===== src/rtl/fp_result_fifo.sv =====
// fp_result_fifo: classifies FP32 products from the fp multiplier and buffers
// them (product + class) in a small FIFO with valid/ready on both sides.
// Optional build macro FP_RESULT_STATS_EN adds saturating counters of pushed
// zero / inf / NaN products with a synchronous clear (stat_clr).
module fp_result_fifo #(
  parameter int DEPTH = 4,
  parameter int CW    = $clog2(DEPTH) + 1
) (
  input  logic          clk,
  input  logic          rst_n,
  input  logic [31:0]   in_p,
  input  logic          in_valid,
  output logic          in_ready,
  output logic [31:0]   out_p,
  output logic [2:0]    out_class,
  output logic          out_valid,
  input  logic          out_ready,
  output logic [CW-1:0] count,
  output logic          full,
  output logic          empty
`ifdef FP_RESULT_STATS_EN
  ,
  input  logic          stat_clr,
  output logic [15:0]   stat_zero,
  output logic [15:0]   stat_inf,
  output logic [15:0]   stat_nan
`endif
);

  localparam int AW = $clog2(DEPTH);
  localparam logic [CW-1:0] FULL_CNT = CW'(DEPTH);

  localparam logic [2:0] CLS_ZERO   = 3'd0;
  localparam logic [2:0] CLS_SUB    = 3'd1;
  localparam logic [2:0] CLS_NORMAL = 3'd2;
  localparam logic [2:0] CLS_INF    = 3'd3;
  localparam logic [2:0] CLS_NAN    = 3'd4;

  logic [31:0]   mem_p [DEPTH];
  logic [2:0]    mem_c [DEPTH];
  logic [AW-1:0] wr_ptr;
  logic [AW-1:0] rd_ptr;
  logic [2:0]    in_class;
  logic          push;
  logic          pop;

  assign full      = (count == FULL_CNT);
  assign empty     = (count == '0);
  assign in_ready  = !full;
  assign out_valid = !empty;
  assign push      = in_valid && in_ready;
  assign pop       = out_valid && out_ready;

  // Output a clean zero while empty so stale storage never leaks downstream.
  assign out_p     = empty ? 32'd0 : mem_p[rd_ptr];
  assign out_class = empty ? CLS_ZERO : mem_c[rd_ptr];

  // Classify the incoming product from its exponent and mantissa; sign ignored.
  always_comb begin
    in_class = CLS_NORMAL;
    if (in_p[30:23] == 8'h00) begin
      in_class = (in_p[22:0] == 23'd0) ? CLS_ZERO : CLS_SUB;
    end else if (in_p[30:23] == 8'hFF) begin
      in_class = (in_p[22:0] == 23'd0) ? CLS_INF : CLS_NAN;
    end
  end

  // Storage array has no reset; only entries between the pointers are ever read.
  always_ff @(posedge clk) begin
    if (push) begin
      mem_p[wr_ptr] <= in_p;
      mem_c[wr_ptr] <= in_class;
    end
  end

  // Pointers wrap naturally at DEPTH; count tracks push-only / pop-only cycles.
  always_ff @(posedge clk or negedge rst_n) begin
    if (!rst_n) begin
      wr_ptr <= '0;
      rd_ptr <= '0;
      count  <= '0;
    end else begin
      if (push) begin
        wr_ptr <= wr_ptr + 1'b1;
      end
      if (pop) begin
        rd_ptr <= rd_ptr + 1'b1;
      end
      if (push && !pop) begin
        count <= count + 1'b1;
      end else if (pop && !push) begin
        count <= count - 1'b1;
      end
    end
  end

`ifdef FP_RESULT_STATS_EN
  // Saturating class counters; a clear in the same cycle as a push wins.
  always_ff @(posedge clk or negedge rst_n) begin
    if (!rst_n) begin
      stat_zero <= 16'd0;
      stat_inf  <= 16'd0;
      stat_nan  <= 16'd0;
    end else if (stat_clr) begin
      stat_zero <= 16'd0;
      stat_inf  <= 16'd0;
      stat_nan  <= 16'd0;
    end else if (push) begin
      if (in_class == CLS_ZERO && stat_zero != 16'hFFFF) begin
        stat_zero <= stat_zero + 16'd1;
      end
      if (in_class == CLS_INF && stat_inf != 16'hFFFF) begin
        stat_inf <= stat_inf + 16'd1;
      end
      if (in_class == CLS_NAN && stat_nan != 16'hFFFF) begin
        stat_nan <= stat_nan + 16'd1;
      end
    end
  end
`endif

endmodule


===== config.mk =====
export PLATFORM = sky130hd
export DESIGN_NAME = fp_result_fifo
export DESIGN_NICKNAME = d
export VERILOG_FILES = /design/src/rtl/fp_result_fifo.sv
export SDC_FILE = /design/constraint.sdc
export NUM_CORES = 1
export LEC_CHECK = 0
export ABC_AREA = 1
export ABC_CLOCK_PERIOD_IN_PS = 4640
export CORE_UTILIZATION = 45
export CTS_CLUSTER_SIZE = 12
export DETAILED_ROUTE_END_ITERATION = 8
export PLACE_DENSITY = 0.67
export SLEW_MARGIN = 30
export SYNTH_ARGS = -nofsm -noshare
export SYNTH_HDL_FRONTEND = slang
export SYNTH_SLANG_ARGS = --single-unit

===== constraint.sdc =====
create_clock -name clk -period 4.64 [get_ports clk]
set_input_delay 0.464 -clock clk [delete_from_list [all_inputs] [get_ports clk]]
set_output_delay 0.464 -clock clk [all_outputs]
set_load 0.02 [all_outputs]

======== After elaboration in Yosys (flattened, before gate mapping) ========
Memories as Yosys holds them, arrays and structs flattened.
Cells that the tools add are included.
operators by class
  muxes and demuxes ....................... 10
  add/sub/neg operators ................... 4
  reduce and logical (&&, ||, !) cells .... 12
  eq/ne operators ......................... 2
operators by type and width
  kind                                               number
  2-to-1 mux 32 bit                                  1
  logical NOT 23 bit                                 1
  2-to-1 mux 3 bit                                   6
  equality test 8 bit (second input constant)        1
  logical NOT 8 bit                                  1
  adder 2 x 1 -> 2 bit (second input constant)       2
  logical AND 1 bit                                  4
  logical NOT 1 bit                                  4
  adder 3 x 1 -> 3 bit (second input constant)       1
  equality test 3 bit (second input constant)        1
  logical NOT 3 bit                                  1
  2-to-1 mux 1 bit                                   3
  subtractor 3 x 1 -> 3 bit (second input constant)  1
  nonzero test 2 bit                                 1
word-level totals
  memories ................................ 2
  bits in writable memories ............... 140
  output and inout bits ................... 42
  flip-flop bits (word level) ............. 7
  logic and storage cells ................. 33
  bits of input ports ..................... 36
memories
  memory  words  width  rd ports  clocked after memory_dff  wr ports  line  RTL
  mem_p   4      32     1         0                         1         39    logic [31:0] mem_p [DEPTH];
  mem_c   4      3      1         0                         1         40    logic [2:0] mem_c [DEPTH];

======== Longest topological paths before layout ========
Gate-level depths: netlist of the first run.
  depth after elaboration ................. 7
  depth in mapped cells ................... 11

======== Least setup slack after synthesis of the first run ========
No wires, ideal clock.
  kind .................................... flip-flop to flip-flop
  start ................................... reg count[0]
  end ..................................... mem mem_c[0][0] (enable)
  data required time ...................... 4.213 ns
  path buffers ............................ 0
  cell stages (with the launch flop) ...... 5
  setup slack ............................. 1.771 ns
  period minus slack after synthesis ...... 2.869 ns
  arrival time ............................ 2.442 ns
  cells stage by stage .................... dfrtp_1 > inv_1 > nand3_2 > nand2_1 > nor2_1
between the ends
  cells in the longest elaborated chain, start to end .. 5
ends and longest elaborated chain
  item                                    line  RTL
  from (decl)                             18    output logic [CW-1:0] count,
  from (signal assigned)                  90    count <= count + 1'b1;
  from (signal assigned)                  92    count <= count - 1'b1;
  equality test 3 bit                     47    assign full = (count == FULL_CNT);
  logical NOT 1 bit                       49    assign in_ready = !full;
  via in_ready                            13    output logic in_ready,
  logical AND 1 bit                       51    assign push = in_valid && in_ready;
  2-to-1 mux 1 bit                        70    if (push) begin
  2-to-1 mux 1 bit (not written as such)  72    mem_c[wr_ptr] <= in_class;
  to (decl)                               40
The timed path passes the listed nets, and every way through them passes these cells.

======== Final worst setup path of the first run ========
  start ................................... reg rd_ptr[0]
  end ..................................... out out_class[2]
between the ends
  cells in the longest elaborated chain, start to end .. 2
ends and longest elaborated chain
  item                    line  RTL
  from (decl)             42    logic [AW-1:0] rd_ptr;
  from (signal assigned)  87    rd_ptr <= rd_ptr + 1'b1;
  memory (4 x 3 bit)      --
  2-to-1 mux 3 bit        56    assign out_class = empty ? CLS_ZERO : mem_c[rd_ptr];
  to (decl)               15    output logic [2:0] out_class,
Every way passes these cells.

==> impl_metrics.json, run 1 <==
{
  "cts_setup_buffers": 0,
  "final_layout_size_suffix_gt1_frac": 0.0756,
  "crit_arrival_ns": 2.72,
  "place_area_um2": 6930,
  "drtIter0Drc": 302,
  "fmax_ghz": 0.314,
  "setup_slack_ns": 1.45,
  "ys_seq_area_frac": 0.729,
  "cts_num_sinks": 147,
  "finalSetupTns_ns": 0,
  "synth.top_cell.area_share": 0.700,
  "cts_tree": "built",
  "regToRegSetupSlack_ns": 2.34,
  "nets": 624,
  "async_flop_share": 0.0476,
  "cap_violations": 0,
  "die_h_um": 118,
  "synth.most_common_cell": "nor2_1",
  "dp_cells": 734,
  "cts_root_buf": "clkbuf_16",
  "final_cell_area_um2": 7630,
  "finalCritPeriodShare": 0.686,
  "tightest_slew_ns": 0.876,
  "worstPathCellList": "buf_4, nor2_1, nor2_1, o21ai_1, a21oi_1, clkdlybuf4s50_1",
  "synthCells": 503,
  "htree_num_levels": 4,
  "grt_pass1_vias": 4029,
  "dp_slack_ns": 1.90,
  "syn2layout_area_growth_pct": 27.0,
  "period_needed_ns": 3.19,
  "track_usage": 0.202,
  "ys.flop_type": "edfxtp_1",
  "drt-total-wl_um": 13100,
  "status": "finished clean",
  "fillers": 1045,
  "p_leak_nw": 2.69,
  "clkTransAtPathRegs_ns": 0.06,
  "cts_buffers": 17,
  "r2r-start": "count[0]",
  "portBuffers": 77,
  "num_rows": 41,
  "clk_latency_ns": 0.42,
  "yosys_warnings": 0,
  "drt-pass1-iter-count": 5,
  "ys_top_cells_by_count": "nor2_1, edfxtp_1, o21ai_1, a21oi_1, nand2_1",
  "hp-class": "in -> async",
  "place_hpwl_um": 7350,
  "cp.required_ns": 4.18,
  "instances_no_fill": 767,
  "worst-path-max-fanout": 71,
  "gp_congestion": 0.753,
  "drtAntennaViolNets": 0,
  "syn_nets": 545,
  "cp-start-kind": "flop",
  "slowest_stage": "clkdlybuf4s50_1",
  "rsz0062_at_grt": "no",
  "slew_headroom": 0.414,
  "yosysTopAreaCell": "edfxtp_1",
  "initial_core_util": 0.468,
  "grt_pass1_wl_um": 21000,
  "ios": 78,
  "fin_skew_ns": 0.0110,
  "crit_type": "reg -> out",
  "overflow": 0,
  "peakVddDrop_mv": 0.411,
  "ys_ff_latch": 147,
  "utilization": 0.595,
  "grt_max_degree": 72,
  "worstRegToRegCells": 5,
  "die-area_um2": 13800,
  "syn-mean-instance-area_um2": 11.9,
  "synth_edf_count": 140,
  "power_mw": 5.68,
  "drv_slew": 0,
  "p_per_area_nw_per_um2": 744,
  "avgRoutedWirePerCell_um": 17.1,
  "finalHoldViolCount": 0,
  "cts_max_path_buffers": 2,
  "synth_cell_types": 18,
  "ctsHoldBuffers": 0,
  "crit_top_cell": "nor2_1",
  "die_w_um": 118,
  "setup_viol": 0,
  "diodes": 0,
  "routed_via_density": 5.17,
  "synth.top_cells.by_area": "edfxtp_1, nor2_1, o21ai_1",
  "cp-end-kind": "primary output",
  "antenna_found_initial": 0,
  "reg2reg_to": "mem_c[2][2]",
  "synthesis.area_um2": 6010,
  "core_area_um2": 12800,
  "hold_slack_ns": 0.336,
  "slowest_delay_ns": 0.67,
  "cts_repair_resize_count": 0,
  "vias": 3962,
  "drc_errors": 0
}
logic make-up (layout without fill, tap and decap cells):
family / Yosys count / count (layout) / synth area share
fa+ha+maj: 6 / 6 / 0.0137
xor+xnor: 4 / 4 / 0.00583
compound gates: 109 / 109 / 0.0912
flops: 147 / 147 / 0.729
simple gates: 193 / 193 / 0.124
buf+inv: 44 / 136 / 0.0365
report_power, final:
group	switching [mW]	internal, mW	total, mW
Sequential	0.0809	1.75	1.83
Combinational	1.40	0.892	2.29
Clock	0.500	1.05	1.55
Total	1.98	3.70	5.68
layout make-up:
type,count,area [um^2],area share
inverter,19,73.8,0.00968
clock inverter,13,236,0.0310
multi-input combinational,312,1440,0.189
timing repair buffer,85,851,0.112
tap,172,215,0.0282
sequential,147,4380,0.574
clock buffer,19,433,0.0567
registers in the layout (all words and copies together), names as in the netlist:
name,flops
mem_p,128
mem_c,12
count,3
rd_ptr,2
wr_ptr,2
critical path, delay by kind of cell (launching register included):
kind,cells,cell delay [ns]
buffers and inverters,2,1.27
flip-flops,1,0.39
AND/OR/NAND/NOR,2,0.22
AO/OA/AOI/OAI,2,0.38
cells in the final DEF, fill, tap and decap left out:
cell type        netlist  final
nand3_1                1      1
nand2_1               19     19
ha_1                   5      5
a21oi_1               37     37
nor2_4                 0      4
edfxtp_1             140    140
dfrtp_2                0      1
o21ai_1               71     71
nand3_2                2      2
xor2_1                 3      3
a21boi_0               1      1
buf_4                  9      7
clkbuf_1               0      2
inv_4                  0      1
clkinv_2               0      3
bufinv_16              0      7
nand4_1                2      2
fa_1                   1      1
dfrtp_1                7      6
clkdlybuf4s50_1        0     77
inv_2                  3      2
clkinv_1               0      3
xnor2_1                1      1
buf_16                 0      1
nor2_1               169    165
inv_1                 16     16
clkbuf_16              0     17
worst max path at each step:
| stage | from | to | slack (ns) | cells after the start |
|---|---|---|---|---|
| 6_report | rd_ptr[0] | out_class[2] | 1.45 | 6 |
| 3_3_place_gp | rd_ptr[0] | out_class[2] | 1.82 | 4 |
| 5_1_grt | rd_ptr[0] | out_p[21] | 1.31 | 6 |
| 3_5_place_dp | in_valid | mem_p[0][10] | 1.90 | 4 |
| 2_1_floorplan | count[0] | mem_c[0][0] | 1.77 | 4 |
| 4_1_cts | rd_ptr[0] | out_class[2] | 1.46 | 6 |
layer usage:
metal | up-vias | wire length (um) | track usage
li1 | 1901 | - | -
met1 | 1906 | 5640 | 0.259
met2 | 146 | 6550 | 0.333
met3 | 9 | 775 | 0.0538
met4 | 0 | 119 | 0.0665
met5 | - | 0 | 0
(Power assumes the default switching activity.)
==> inputs of run 2 (changes only) <==
Settings changed: ABC_CLOCK_PERIOD_IN_PS 4640 to 3050.
Clock period 4.64 ns to 3.05 ns, I/O delays scaled along.
==> impl_metrics.json, run 2 (synthesized netlist as in run 1, its figures left out) <==
{
  "status": "finished clean",
  "cts_root_buf": "clkbuf_16",
  "fin_skew_ns": 0.00303,
  "grt_max_degree": 51,
  "clkPwrFrac": 0.242,
  "clkTransAtPathRegs_ns": 0.06,
  "p_sw_mw": 2.96,
  "hp-class": "in -> async",
  "final_layout_size_suffix_gt1_frac": 0.0818,
  "overflow": 0,
  "dp_cells": 740,
  "sw_frac_of_total": 0.358,
  "power_frac_comb": 0.413,
  "num_rows": 41,
  "setup_viol": 0,
  "ios": 78,
  "grt_pass1_vias": 3919,
  "cts_buffers": 17,
  "vias": 3915,
  "fmax_ghz": 0.351,
  "reg2reg_to": "count[1]",
  "die_w_um": 118,
  "cts_setup_buffers": 0,
  "p_per_area_nw_per_um2": 1090,
  "power_mw": 8.28,
  "cts_max_path_buffers": 2,
  "period_needed_ns": 2.85,
  "nets": 629,
  "cp.required_ns": 2.74,
  "cap_violations": 0,
  "gp_congestion": 0.746,
  "track_usage": 0.193,
  "reg_top3": "mem_p: 128 flops, mem_c: 12 flops, count: 3 flops",
  "regToRegSetupSlack_ns": 0.87,
  "drc_errors": 0,
  "power.internal_mw": 5.32,
  "instances_no_fill": 771,
  "drv_slew": 0,
  "syn2layout_area_growth_pct": 26.2,
  "cts_repair_resize_count": 0,
  "finalCritPeriodShare": 0.934,
  "avgRoutedWirePerCell_um": 15.9,
  "grt_pass1_wl_um": 20100,
  "crit_arrival_ns": 2.54,
  "cts_tree": "built",
  "portBuffers": 77,
  "crit_type": "reg -> out",
  "peakVddDrop_mv": 0.571,
  "finalSetupTns_ns": 0,
  "die_h_um": 118,
  "drtAntennaViolNets": 0,
  "r2r-start": "count[0]",
  "tightest_slew_ns": 0.565,
  "ctsHoldBuffers": 0,
  "worst-path-max-fanout": 29,
  "worstRegToRegCells": 9,
  "drt-pass1-iter-count": 4,
  "cp-end-kind": "primary output",
  "place_hpwl_um": 7720,
  "die-area_um2": 13800,
  "dp_slack_ns": 0.542,
  "p_seq_frac": 0.345,
  "cp-start-kind": "flop",
  "rsz0062_at_grt": "no",
  "worstSetupStartpoint": "rd_ptr[0]",
  "finalHoldViolCount": 0,
  "p_leak_nw": 2.67,
  "routed_via_density": 5.08,
  "initial_core_util": 0.468,
  "final_common_cell": "nor2_1",
  "clk_latency_ns": 0.42,
  "top_register": "mem_p",
  "slew_headroom": 0.622,
  "htree_num_levels": 4,
  "largest_register_ff_count": 128,
  "cts_num_sinks": 147,
  "setup_slack_ns": 0.201,
  "drtIter0Drc": 273,
  "core_area_um2": 12800,
  "diodes": 0,
  "utilization": 0.591,
  "antenna_found_initial": 0,
  "layout_common_cells": "nor2_1, edfxtp_1, clkdlybuf4s50_1, o21ai_1, a21oi_1",
  "drt-total-wl_um": 12300
}
run 2: worst max-delay path by stage:
stage / end / depth (start not counted)
CTS: out_p[22] / 6
detailed placement: out_p[22] / 6
global route: out_class[1] / 6
global placement: out_p[20] / 6
floorplan: mem_c[0][0] / 4
finish: out_p[22] / 6
run 2: layout make-up:
class                      count  area, um^2
timing repair buffer          90         897
clock buffer                  18         429
inverter                      19        73.8
fill                        1057        5250
tap                          172         215
sequential                   147        4380
clock inverter                13         143
multi-input combinational    312        1440
run 2: routing by layer:
metal | vias to the layer above | track usage | routed length (um)
met4 | 0 | 0.0938 | 236
met2 | 114 | 0.307 | 5910
li1 | 1915 | - | -
met5 | - | 0 | 0
met3 | 21 | 0.0417 | 726
met1 | 1865 | 0.254 | 5420
run 2: worst max-delay path: stages (launching register included):
cell             delay [ns]
dfrtp_4                0.61
buf_4                  0.38
nor2_1                 0.09
nor2_1                 0.08
o21ai_1                0.06
a21oi_1                0.24
clkdlybuf4s50_1        0.65
run 2: power by group through the flow:
stage / combinational [mW] / clock [mW] / sequential, mW
2_1_floorplan: 2.11 / 0 / 2.83
3_3_place_gp: 3.42 / 0 / 2.88
5_1_grt: 3.74 / 2.13 / 2.89
6_report: 3.42 / 2.01 / 2.86
3_5_place_dp: 3.44 / 0 / 2.90
4_1_cts: 3.46 / 2.04 / 2.86
run 2: through the flow:
stage	hold WS, ns	cell area, um^2
after CTS	0.160	7570
after detailed placement	0.559	7000
after global routing	0.180	7580
after floorplan	0.00941	6010
final	0.165	7580
after global placement	0.551	7000
